### config.mk
export PLATFORM = sky130hd
export DESIGN_NAME = l1a_tag_fifo
export DESIGN_NICKNAME = d
export VERILOG_FILES = /design/src/rtl/l1a_tag_fifo_pkg.sv /design/src/rtl/l1a_tag_fifo_ram.sv /design/src/rtl/tmr_vote.sv /design/src/rtl/l1a_tag_fifo.sv
export SDC_FILE = /design/constraint.sdc
export NUM_CORES = 2
export LEC_CHECK = 0
export BUFFER_PORTS_ARGS = -buffer_cell sky130_fd_sc_hd__buf_2
export CORE_ASPECT_RATIO = 2
export CORE_MARGIN = 10
export CORE_UTILIZATION = 26
export DETAILED_ROUTE_END_ITERATION = 8
export GPL_TIMING_DRIVEN = 0
export PLACE_DENSITY = 0.47
export SLEW_MARGIN = 10
export SYNTH_ARGS = -nofsm -noshare
export SYNTH_HDL_FRONTEND = slang
export SYNTH_SLANG_ARGS = --single-unit
export TNS_END_PERCENT = 5
### constraint.sdc
create_clock -name CLK -period 7.6 [get_ports CLK]
set_input_delay 0.38 -clock CLK [delete_from_list [all_inputs] [get_ports CLK]]
set_output_delay 0.38 -clock CLK [all_outputs]
set_load 0.005 [all_outputs]
### src/rtl/l1a_tag_fifo_pkg.sv
// Shared definitions for the L1A tag FIFO: default geometry, depth/count
// width helpers and the bit layout of the packed control-state word.
package l1a_tag_fifo_pkg;

   localparam int unsigned L1A_WIDTH_DEF  = 7;
   localparam int unsigned L1A_ADDR_W_DEF = 8;
   localparam int unsigned L1A_AFULL_DEF  = 192;

   // Low bits of the packed state word; pointers and count sit above them
   localparam int unsigned ST_FLAGS_W = 6;
   localparam int unsigned B_DV       = 0;
   localparam int unsigned B_UNF      = 1;
   localparam int unsigned B_OVF      = 2;
   localparam int unsigned B_AFULL    = 3;
   localparam int unsigned B_FULL     = 4;
   localparam int unsigned B_EMPTY    = 5;

   // DEPTH = 1 << ADDR_W; every entry is usable
   function automatic int unsigned fifo_depth(input int unsigned aw);
      return 32'd1 << aw;
   endfunction

   // Occupancy needs one extra bit to represent a completely full FIFO
   function automatic int unsigned cnt_width(input int unsigned aw);
      return aw + 32'd1;
   endfunction

endpackage

### src/rtl/l1a_tag_fifo_ram.sv
// Tag storage: one write port and one registered read port. The read
// register reloads from the supplied hold value when no read happens, so
// under triplication a corrupted copy re-converges on the next edge.
module l1a_tag_fifo_ram
   import l1a_tag_fifo_pkg::*;
#(
   parameter int unsigned WIDTH  = L1A_WIDTH_DEF,
   parameter int unsigned ADDR_W = L1A_ADDR_W_DEF
) (
   input  logic              clk,
   input  logic              rst_n,
   input  logic              we,
   input  logic [ADDR_W-1:0] waddr,
   input  logic [WIDTH-1:0]  wdata,
   input  logic              re,
   input  logic [ADDR_W-1:0] raddr,
   input  logic [WIDTH-1:0]  hold,
   output logic [WIDTH-1:0]  rdata
);

   localparam int unsigned DEPTH = fifo_depth(ADDR_W);

   logic [WIDTH-1:0] mem [DEPTH];
   logic [WIDTH-1:0] rd_d;
   logic [WIDTH-1:0] rd_q;

   // Write port; contents are deliberately left uninitialised on reset
   always_ff @(posedge clk) begin
      if (we) mem[waddr] <= wdata;
   end

   // Select new read data on a read, otherwise keep the (voted) output
   always_comb begin
      rd_d = hold;
      if (re) rd_d = mem[raddr];
   end

   // Registered read port, cleared by reset so DOUT starts at zero
   always_ff @(posedge clk or negedge rst_n) begin
      if (!rst_n) rd_q <= '0;
      else        rd_q <= rd_d;
   end

   assign rdata = rd_q;

endmodule

### src/rtl/tmr_vote.sv
// Bitwise 2-of-3 majority voter shared by all triplicated blocks.
module tmr_vote #(
   parameter int unsigned W = 1
) (
   input  logic [W-1:0] a,
   input  logic [W-1:0] b,
   input  logic [W-1:0] c,
   output logic [W-1:0] y
);

   assign y = (a & b) | (a & c) | (b & c);

endmodule

### src/rtl/l1a_tag_fifo.sv
// Parametrised L1A tag FIFO between trigger accept and readout sequencer.
// All control state (pointers, count, flags, sticky errors, valid strobe)
// lives in one packed word per copy. With TMR every copy reloads from a
// next state computed from voted values, and every output is voted.
module l1a_tag_fifo
   import l1a_tag_fifo_pkg::*;
#(
   parameter int unsigned WIDTH     = L1A_WIDTH_DEF,
   parameter int unsigned ADDR_W    = L1A_ADDR_W_DEF,
   parameter int unsigned AFULL_THR = L1A_AFULL_DEF,
   parameter bit          TMR       = 1'b0
) (
   input  logic                              CLK,
   input  logic                              RST_N,
   input  logic                              PUSH,
   input  logic [WIDTH-1:0]                  DIN,
   input  logic                              POP,
   input  logic                              CLR_ERR,
   output logic [WIDTH-1:0]                  DOUT,
   output logic                              DOUT_VALID,
   output logic                              EMPTY,
   output logic                              FULL,
   output logic                              AFULL,
   output logic [cnt_width(ADDR_W)-1:0]      COUNT,
   output logic                              OVF,
   output logic                              UNF
);

   localparam int unsigned DEPTH = fifo_depth(ADDR_W);
   localparam int unsigned CW    = cnt_width(ADDR_W);
   localparam int unsigned SW    = 2 * ADDR_W + CW + ST_FLAGS_W;
   localparam int unsigned NC    = TMR ? 3 : 1;

   localparam logic [SW-1:0] ST_RST  = SW'(32'd1 << B_EMPTY);
   localparam logic [CW-1:0] DEPTH_C = CW'(DEPTH);
   localparam logic [CW-1:0] AFULL_C = CW'(AFULL_THR);

   // Elaboration-time parameter sanity
   if (WIDTH < 1 || WIDTH > 32) begin : g_bad_width
      $error("l1a_tag_fifo: WIDTH must be 1..32");
   end
   if (AFULL_THR < 1 || AFULL_THR > DEPTH) begin : g_bad_afull
      $error("l1a_tag_fifo: AFULL_THR must be 1..DEPTH");
   end

   // Voted (or single-copy) current state
   logic [SW-1:0]     st_v;
   logic [ADDR_W-1:0] wa_v, ra_v;
   logic [CW-1:0]     cnt_v;
   logic              empty_v, full_v, afull_v, ovf_v, unf_v, dv_v;
   logic [WIDTH-1:0]  dout_v;

   // Next state shared by every copy
   logic [SW-1:0]     st_d;
   logic [ADDR_W-1:0] wa_d, ra_d;
   logic [CW-1:0]     cnt_d;
   logic              empty_d, full_d, afull_d, ovf_d, unf_d, dv_d;
   logic              ce_wr, ce_rd;

   // Per-copy state and read data before voting
   logic [SW-1:0]     st_cp [NC];
   logic [WIDTH-1:0]  rd_cp [NC];

   assign {wa_v, ra_v, cnt_v, empty_v, full_v, afull_v, ovf_v, unf_v, dv_v} = st_v;

   // Accept/advance logic; flags are derived from the next occupancy
   always_comb begin
      ce_wr   = PUSH & ~full_v;
      ce_rd   = POP & ~empty_v;
      wa_d    = wa_v + ADDR_W'(ce_wr);
      ra_d    = ra_v + ADDR_W'(ce_rd);
      cnt_d   = cnt_v + CW'(ce_wr) - CW'(ce_rd);
      empty_d = (cnt_d == '0);
      full_d  = (cnt_d == DEPTH_C);
      afull_d = (cnt_d >= AFULL_C);
      // A fresh error in the same cycle as the clear keeps the flag set
      ovf_d   = (ovf_v & ~CLR_ERR) | (PUSH & full_v);
      unf_d   = (unf_v & ~CLR_ERR) | (POP & empty_v);
      dv_d    = ce_rd;
      st_d    = {wa_d, ra_d, cnt_d, empty_d, full_d, afull_d, ovf_d, unf_d, dv_d};
   end

   for (genvar i = 0; i < NC; i++) begin : g_cp
      logic [SW-1:0] st_q;

      // Control-state copy; reloads from the voted next state each edge
      always_ff @(posedge CLK or negedge RST_N) begin
         if (!RST_N) st_q <= ST_RST;
         else        st_q <= st_d;
      end

      assign st_cp[i] = st_q;

      // Addresses come from voted pointers so all storage copies track
      l1a_tag_fifo_ram #(
         .WIDTH  (WIDTH),
         .ADDR_W (ADDR_W)
      ) u_ram (
         .clk   (CLK),
         .rst_n (RST_N),
         .we    (ce_wr),
         .waddr (wa_v),
         .wdata (DIN),
         .re    (ce_rd),
         .raddr (ra_v),
         .hold  (dout_v),
         .rdata (rd_cp[i])
      );
   end

   if (TMR) begin : g_vote
      tmr_vote #(.W(SW)) u_vote_st (
         .a (st_cp[0]),
         .b (st_cp[1]),
         .c (st_cp[2]),
         .y (st_v)
      );
      tmr_vote #(.W(WIDTH)) u_vote_rd (
         .a (rd_cp[0]),
         .b (rd_cp[1]),
         .c (rd_cp[2]),
         .y (dout_v)
      );
   end else begin : g_single
      assign st_v   = st_cp[0];
      assign dout_v = rd_cp[0];
   end

   assign DOUT       = dout_v;
   assign DOUT_VALID = dv_v;
   assign EMPTY      = empty_v;
   assign FULL       = full_v;
   assign AFULL      = afull_v;
   assign COUNT      = cnt_v;
   assign OVF        = ovf_v;
   assign UNF        = unf_v;

endmodule

# == Word level (Yosys, flattened, before mapping) ==
# Memory sizes are Yosys's and may differ from the RTL's. A register that Yosys moved wholly into a read port is not among the register bits.
# Index checks and enable logic that the tools add are counted.
# Widths: inputs -> output; s select.
# classes
n_reduce_logical,2
mux,2
add_sub_neg,4
magnitude_cmp,1
n_eq_ne,1
bitwise,11
# ops
cell,n
$add 8x1->8,2
$add 9x1->9,1
$eq 9x9->1 const B,1
$ge 9x8->1 const B,1
$logic_not 9->1,1
$sub 9x1->9,1
$and 1x1->1,6
$not 1->1,3
$mux 1,2
$or 1x1->1,2
$logic_not 1->1,1
# word_totals
wordCells,23
regBits,31
memories,1
in_bits,12
ram_bits,1792
# mem_list
name,depth,width,rd,rd_ports_with_merged_regs,write_ports,line,source
g_cp[0].u_ram.mem,256,7,1,1,1,l1a_tag_fifo_ram.sv:23,logic [WIDTH-1:0] mem [DEPTH];

# == Longest topological paths before layout ==
# logic_depth
ltp_word,5
ltp_mapped,13
mapped_depth_nobuf,13

# == Cells and area by module ==
# A second synthesis with hierarchy kept.
# unflattened
cells_unflattened,3628
area_unflattened_um2,72178.0
# by_module_without_submodules
module,area_each_um2,cells_per_inst,instances
l1a_tag_fifo_ram,70644.0,3496,1
l1a_tag_fifo,1534.0,132,1

# == Worst setup path before layout ==
# OpenSTA, ideal clock, no wires.
# synth_timing
path_type,register -> register
start,register g_cp[0].st_q[5]
end,register g_cp[0].st_q[4]
setup_ns,0.088
setup_slack_ns,4.393
synth_period_minus_slack_ns,3.207
stages_incl_launch_ff,14
arrival_ns,3.119
cell_sequence,dfstp_2 nand2b_1 inv_1 ha_1 inv_1 ha_1 fa_1 a21o_1 a21oi_1 o21bai_1 a21oi_1 xnor2_1 or4_1 nor3b_1
# synth_between
elab_chain_len,4
# synth_lines
element,line,source
"start, declared",l1a_tag_fifo.sv:84,logic [SW-1:0] st_q;
"start signal, assigned",l1a_tag_fifo.sv:89,else st_q <= st_d;
$not 1->1,l1a_tag_fifo.sv:69,ce_rd = POP & ~empty_v;
$and 1x1->1,l1a_tag_fifo.sv:69,
via ce_rd,l1a_tag_fifo.sv:58,"logic ce_wr, ce_rd;"
$sub 9x1->9,l1a_tag_fifo.sv:72,cnt_d = cnt_v + CW'(ce_wr) - CW'(ce_rd);
via cnt_d[6],l1a_tag_fifo.sv:56,logic [CW-1:0] cnt_d;
$eq 9x9->1,l1a_tag_fifo.sv:74,full_d = (cnt_d == DEPTH_C);
via full_d,l1a_tag_fifo.sv:57,"logic empty_d, full_d, afull_d, ovf_d, unf_d, dv_d;"
# The timed path passes the listed nets, and every way through them passes these cells.

==> results.tsv <==
metric	value	unit
synth_nets	3676	
synth_top_cell_area_share	74.59	%
start_util	26.11	%
synthTopCellsByCount	1792 x edfxtp_1, 331 x mux4_2, 296 x nor2_1	
finalNonFillerCells	7627	
grt_overflow_total	0	
cts_tree	yes	
worst_setup_hold_path_clk_slew	80	ps
tns	0	ps
synth_fa_ha_area_share	0.2532	%
grt_pass1_vias	40823	
r2r_cells	10	
numPlacedInstances	7312	
cellLeakagePower	25.97	nW
postRouteAntennaNets	0	
dp_slack	1082	ps
yosysWarnings	0	
synth_area_per_cell	19.77	um2
ys_top_cells_by_area	edfxtp_1 75%, mux4_2 10%, mux2i_1 3.7%	
vias_per_cell	5.301	
ys_seq_area_share	75.90	%
final-setup-viol-count	0	
cp-startpoint	g_cp[0].st_q[16]	
setup.worst_path.end_class	flip-flop	
dieHeight	765.0	um
reg2reg_setup_slack	610	ps
totalPowerFinal	33.13	mW
p_clk_share	24.5	%
antenna_found_initial	17	
pwr-share-seq	34.3	%
status	complete, but fails checks	
crit_path_max_fanout	11	
power.switching	13.85	mW
cts.path.max_buffers	4	
post_cts_resize_count	0	
detail_route.wl_per_cell	42.22	um
die_area	300200	um2
hp-class	primary input to asynchronous set/reset pin	
routabilityCongestion	0.9983	
relSlewSlack	-2.544	%
muxShareOfSynthArea	14.36	%
hold_ws	258.7	ps
core_area	276300	um2
num_vias	40428	
postPlaceCellArea	78170	um2
p_comb_share	41.3	%
synthArstFlopShare	2.077	%
arrival	7720	ps
synth_top_cell_by_area	edfxtp_1	
synth_top_family_by_area	multiplexers	
worstSetupStartpointType	flip-flop	
finClkSkew	39.49	ps
root_buffer	clkbuf_16	
yosys.area_share.simple	3.073	%
placementRows	273	
grt_usage	20.99	%
drt_pre_antenna_iters	8	
rsz0062_at_grt	false	
required	8330	ps
synth_cell_types	69	
finalInstanceArea	83170	um2
rr_startpoint	g_cp[0].st_q[16]	
cts_buffers	162	
port-buffer-count	33	
num-nets-final	3938	
maxCapViolCount	1	
post-route-period-util	91.99	%
synthCells	3650	
tightest_slew	1538	ps
cts-htree-levels	4	
layout-drive-gt1-share	20.86	%
synth_xor_area_share	0.2428	%
synthFlopType	edfxtp_1	
hold_viol	0	
synth.most_common_cell	edfxtp_1	
synth.ff_latch_count	1830	
grt_max_degree	137	
cts.sink_count	1830	
io_pins	34	
peakVddDrop	0.2169	mV
hpwl	229.0	mm
syn_area	72150	um2
area_growth	15.28	%
die_w	392.5	um
cts_hold_buf	11	
grt_pass1_wl	412.9	mm
synth_compound_area_share	3.919	%
max_freq	143.0	MHz
switching_share	41.82	%
period_minus_slack	6991	ps
setup_slack	608.9	ps
synth-edff-count	1792	
violations	max-capacitance violations, max-slew violations	
drtIter0Drc	4825	
slew_viol_final	11	
clk_latency	870	ps
rr_endpoint	g_cp[0].u_ram.rdata[5]	
internal_power	19.27	mW
powerDensity	398.3	nW/um2
routed_wl	322.0	mm
crit_type	flip-flop to flip-flop	
post_cts_buffers	0	
fin_util	30.10	%
drc	0	
[layout by cell type (no fill, tap or decap), drive strengths merged, types with 9 or more instances in the layout]
cell type       n
nand3          28
inv            26
nand2          68
dfrtp          37
a22o           11
diode          26
dlygate4sd3    11
a2111oi        10
clkinv         62
buf           207
nand4          11
a22oi          32
o221ai         74
o21ai          39
nor3           36
a211oi         16
a31oi           9
mux4          331
nor2          296
a21oi          90
ha             13
clkbuf        322
mux2           20
nor2b          19
xnor2          14
nand2b         12
mux2i         268
edfxtp       1792
o22ai          48
a221o          11
a221oi         19
[registers in the layout, indices dropped and copies added, names as in the netlist]
| signal | count |
|---|---|
| g_cp.st_q | 31 |
| g_cp.u_ram.mem | 1792 |
| g_cp.u_ram.rdata | 7 |
[layer usage]
metal	vias up	global-route usage (%)	part of all wire, %
li1	15496	-	-
met1	21758	19.76	30
met2	2250	36.79	51
met3	920	3.601	5.9
met4	4	22.44	13
met5	-	0	0.0081
[critical path, stage by stage, from the launching register on]
cell and delay, ps:
dfrtp_1 380, buf_4 310, buf_6 340, buf_2 650, buf_2 810, buf_2 910, mux2i_1 770, o221ai_1 790
a211oi_1 1220, nor4_1 150, a221o_1 320
[power by group through the flow]
stage	sequential, mW	combinational (mW)	clock, mW
2_1_floorplan	11.5	5.74	0
3_3_place_gp	11.6	13.0	0
5_1_grt	11.4	13.4	8.47
6_report	11.4	13.7	8.10
4_1_cts	11.3	13.4	8.14
3_5_place_dp	11.6	13.4	0
[worst max path at each step]
stage,endpoint,slack (ps),depth (start not counted)
after global routing,g_cp[0].u_ram.rdata[5],1150,10
final,g_cp[0].u_ram.rdata[5],610,10
after detailed placement,g_cp[0].u_ram.rdata[5],1080,10
after CTS,g_cp[0].u_ram.rdata[5],1070,10
after global placement,g_cp[0].u_ram.rdata[3],520,10
after floorplan,g_cp[0].st_q[4],4390,13
[final cells by class]
class,count,area (um2)
Antenna cell,26,65.06
Buffer,238,1633
Clock buffer,204,4315
Clock inverter,74,515.5
Fill cell,26806,193200
Inverter,21,78.83
Multi-Input combinational cell,1561,15810
Sequential cell,1830,54760
Tap cell,3575,4473
Timing Repair Buffer,98,1524
[kinds of logic (layout without fill, tap and decap cells)]
| logic type | after synthesis | count (layout) |
|---|---|---|
| compound gates | 399 | 399 |
| xor+xnor | 20 | 20 |
| fa+ha+maj | 14 | 14 |
| buf+inv | 259 | 635 |
| flops | 1830 | 1830 |
| mux | 619 | 619 |
| other cells | 0 | 26 |
| simple gates | 509 | 509 |
Note: power is estimated with default switching activity, not from simulation.
